===== src/rtl/parallel_to_serial.sv =====
// Parallel-to-serial transmitter: captures a BUS_WIDTH word on load and shifts it out LSB first,
// with a hold input that freezes shifting and a one-cycle done pulse after the last bit.
module parallel_to_serial #(
  parameter int unsigned BUS_WIDTH = 16
) (
  input  logic                 clk,
  input  logic                 rst,
  input  logic                 load,
  input  logic [BUS_WIDTH-1:0] data_in,
  input  logic                 hold,
  output logic                 data_out,
  output logic                 data_valid,
  output logic                 ready,
  output logic                 done
);

  localparam int unsigned CntW = $clog2(BUS_WIDTH) + 1;
  localparam logic [CntW-1:0] LastCnt = CntW'(BUS_WIDTH - 1);

  typedef enum logic [1:0] {StIdle, StShift, StDone} state_e;

  state_e               state_q, state_d;
  logic [BUS_WIDTH-1:0] shift_q, shift_d;
  logic [CntW-1:0]      cnt_q, cnt_d;

  always_ff @(posedge clk or posedge rst) begin
    if (rst) begin
      state_q <= StIdle;
      shift_q <= '0;
      cnt_q   <= '0;
    end else begin
      state_q <= state_d;
      shift_q <= shift_d;
      cnt_q   <= cnt_d;
    end
  end

  always_comb begin
    state_d = state_q;
    shift_d = shift_q;
    cnt_d   = cnt_q;
    unique case (state_q)
      StIdle: begin
        if (load) begin
          shift_d = data_in;
          cnt_d   = '0;
          state_d = StShift;
        end
      end
      StShift: begin
        if (!hold) begin
          shift_d = {1'b0, shift_q[BUS_WIDTH-1:1]};
          // The edge that would bring the count to BUS_WIDTH ends the transfer instead.
          if (cnt_q == LastCnt) begin
            cnt_d   = '0;
            state_d = StDone;
          end else begin
            cnt_d = cnt_q + CntW'(1);
          end
        end
      end
      StDone: begin
        state_d = StIdle;
      end
      default: begin
        state_d = StIdle;
      end
    endcase
  end

  // Outputs decode straight from state so reset clears them without waiting for a clock.
  always_comb begin
    data_out   = 1'b0;
    data_valid = 1'b0;
    ready      = (state_q == StIdle);
    done       = (state_q == StDone);
    if (state_q == StShift) begin
      data_out   = shift_q[0];
      data_valid = !hold;
    end
  end

endmodule


===== config.mk =====
export PLATFORM = sky130hd
export DESIGN_NAME = parallel_to_serial
export DESIGN_NICKNAME = d
export VERILOG_FILES = /design/src/rtl/parallel_to_serial.sv
export SDC_FILE = /design/constraint.sdc
export NUM_CORES = 1
export LEC_CHECK = 0
export ABC_AREA = 0
export BUFFER_PORTS_ARGS = -buffer_cell sky130_fd_sc_hd__buf_2
export CAP_MARGIN = 20
export CORE_UTILIZATION = 41
export CTS_CLUSTER_SIZE = 10
export DETAILED_ROUTE_END_ITERATION = 10
export GPL_TIMING_DRIVEN = 0
export HOLD_SLACK_MARGIN = 0.12
export PLACE_DENSITY_LB_ADDON = 0.12
export SLEW_MARGIN = 20
export SYNTH_ARGS = -nofsm -noshare
export SYNTH_HDL_FRONTEND = slang
export SYNTH_SLANG_ARGS = --single-unit

===== constraint.sdc =====
create_clock -name clk -period 4 [get_ports clk]
set_input_delay 0.8 -clock clk [delete_from_list [all_inputs] [get_ports clk]]
set_output_delay 0.8 -clock clk [all_outputs]
set_load 0.005 [all_outputs]

==> results.tsv <==
stage	metric	value	unit
layout	Layout Cells excl Fill	151	
global_route	first-pass GRT wire length	3436	um
timing	final worst slack	1.546	ns
placement	placed insts	147	
placement	IO Port Bufs	23	
placement	Area after DPL	1330	um^2
route	via count	764	
timing	f_max	0.4074	GHz
timing	minimum clock period	2.454	ns
yosys	cells after synthesis	93	
die	Die W	55.56	um
route	final wirelength	1947	um
worst_hold_path	class of the worst hold path	reg2reg	
timing	RSZ-0062 raised after global routing	false	
die	die extent in y	55.56	um
route	DR pass1 iterations	4	
clock_network	CTS H-tree depth	1	
timing	final clock skew	0.003659	ns
setup_path	arrival time at the worst endpoint	1.65	ns
route	mean routed wirelength per cell	12.89	um
setup_path	crit-path max FO	6	
clock_network	hold_buf cts	0	
timing	Hold Vio Cnt, Final	0	
worst_hold_path	hold-critical path depth	1	
die	core area	2734	um^2
clock_network	post-CTS sizing	0	
yosys	Ys Warns	0	
timing	Final Max Slew Viols	0	
die	Die ar.	3087	um^2
setup_path	Worst setup SP type	primary input	
job	max cap viols	0	
pwr	Leakage Power	0.7022	nW
global_route	GR Overflow Total	0	
yosys	Avg Cell Area, Syn	12.65	um^2
clock_network	worst skew pair latency	0.31	ns
global_route	vias in the first global route	823	
yosys	top-area cell type share of the netlist area	48.94	%
yosys	Synth Register Bits	23	
clock_network	Max clock buf depth	2	
yosys	ys flop type	dfrtp_1	
setup_path	WP data required	3.20	ns
yosys	Seq/Total Area, Yosys	48.94	%
route	drt via density	5.060	
global_route	gr usage total	14.12	%
global_route	largest net degree at the start of global routing	24	
layout	share of cells above drive strength 1	54.17	%
clock_network	TritonCTS Buffers	3	
yosys	FFs w/ async S/R, synth	100.0	%
route	Post-DRT Antenna Nets	0	
yosys	Netlist Area Pre-Place	1176	um^2
global_route	initial antenna violation count	0	
layout	Post-Layout Inst Area	1358	um^2
clock_network	CTS tree	done	
layout	final cell utilization of the core	49.66	%
clock_network	Post CTS Setup Buffer Count	0	
run_status	status	finished clean	
timing	final hold slack	0.5132	ns
route	Remaining DRCs	0	
layout	antenna cells	0	
pwr	Worst VDD drop	292.8	uV
setup_path	crit path kind	in2out	
yosys	Synth area leader	dfrtp_1	
pwr	Power Density	571.4	nW/um^2
yosys	Synth cell types	22	
pwr	Tot Pwr	775.7	uW
die	I/O pin count	24	
clock_network	Clock Tree Root	clkbuf_4	
clock_network	CTS sink cnt	23	
placement	pre-CTS setup slack	1.549	ns
placement	placer congestion estimate	0.6986	
timing	Tightest Pin Transition	0.8754	ns
yosys	synth top area cells	dfrtp_1 (49%), mux2_2 (31%), buf_6 (2.9%)	
die	Initial Utilization	43.02	%
clock_network	CTS clock-pin slew for the worst setup and hold paths	0.13	ns
die	row cnt	19	
yosys	syn nets	114	
layout	Syn-to-layout area delta	15.43	%
timing	crit share post-route	61.36	%
layout	Nets	142	
yosys	EDFF count, synth	0	
yosys	top cells by count, synth	mux2_2 (32), dfrtp_1 (23), nand3_1 (4), nor2_1 (4), nor2b_1 (4)	
timing	setup_tns	0	ns
timing	count of final setup violators	0	
yosys	top-count cell post-synth	mux2_2	
setup_path	Setup crit end kind	primary output	
route	first-iteration detailed-routing DRC count	8	
timing	Slew Limit Headroom	41.58	%
setup_path	Reg2Reg Depth	6	
-- layout make-up --
cell class / instances / area [um^2]
clock inverter: 1 / 5.005
multi-input combinational: 62 / 545.5
inverter: 3 / 11.26
clock buffer: 3 / 22.52
fill: 267 / 1376
tap: 31 / 38.79
timing repair buffer: 23 / 115.1
sequential: 23 / 575.6
buffer: 5 / 43.79
-- power by group --
part | switching (mW) | total (mW) | internal, mW
registers | 0.0504 | 0.362 | 0.312
logic | 0.113 | 0.305 | 0.192
clock network | 0.0712 | 0.109 | 0.0373
total | 0.235 | 0.776 | 0.541
-- worst paths after layout --
path                                                end  slack (ns)                    from
worst max-delay path                         data_valid        1.55                    hold
worst min-delay path             shift_q[0]$_DFFE_PP0P_        0.51  shift_q[0]$_DFFE_PP0P_
worst max register to register   shift_q[2]$_DFFE_PP0P_        2.38  state_q[0]$_DFFE_PP0P_
worst min register to register   shift_q[0]$_DFFE_PP0P_        0.51  shift_q[0]$_DFFE_PP0P_
max in group asynchronous        shift_q[6]$_DFFE_PP0P_        2.81                     rst
min in group asynchronous       shift_q[15]$_DFFE_PP0P_        0.65                     rst
-- metal layers --
metal,routed length [um],global-route usage (%)
met5,0,0
met4,28,6.429
met3,77,2.108
met2,969,25.13
met1,871,16.69
-- placed cells by master, fill, tap and decap left out --
cell,count
a21boi_0,1
a21oi_1,2
a22o_1,1
a31oi_1,1
and2_1,1
and3_1,1
buf_2,25
buf_6,3
clkbuf_4,3
clkinv_2,1
dfrtp_1,23
ha_1,1
inv_1,3
mux2_2,32
nand2_1,2
nand2b_1,2
nand3_1,4
nand4b_1,1
nor2_1,4
nor2b_1,4
nor2b_4,1
nor3b_1,1
o21ai_0,2
o21bai_1,1
-- logic make-up (layout without fill, tap and decap cells) --
logic type	Yosys count	count (layout)	synth area share, %
adder cells (fa/ha/maj)	1	1	1.064
buffers and inverters	8	35	4.681
multiplexers	32	32	30.64
AND/OR/NAND/NOR	21	21	10.43
AO/OA/AOI/OAI	8	8	4.256
flip-flops	23	23	48.94
-- worst max-delay path, cell delays in order --
cell and delay, ns:
buf_2 0.11, nor3b_1 0.52, buf_2 0.22
-- sequential cells by signal, summed over array words and instances, names as in the netlist --
signal and flops:
state_q 2, shift_q 16, cnt_q 5
No activity file was read; power rests on OpenSTA's default activity.
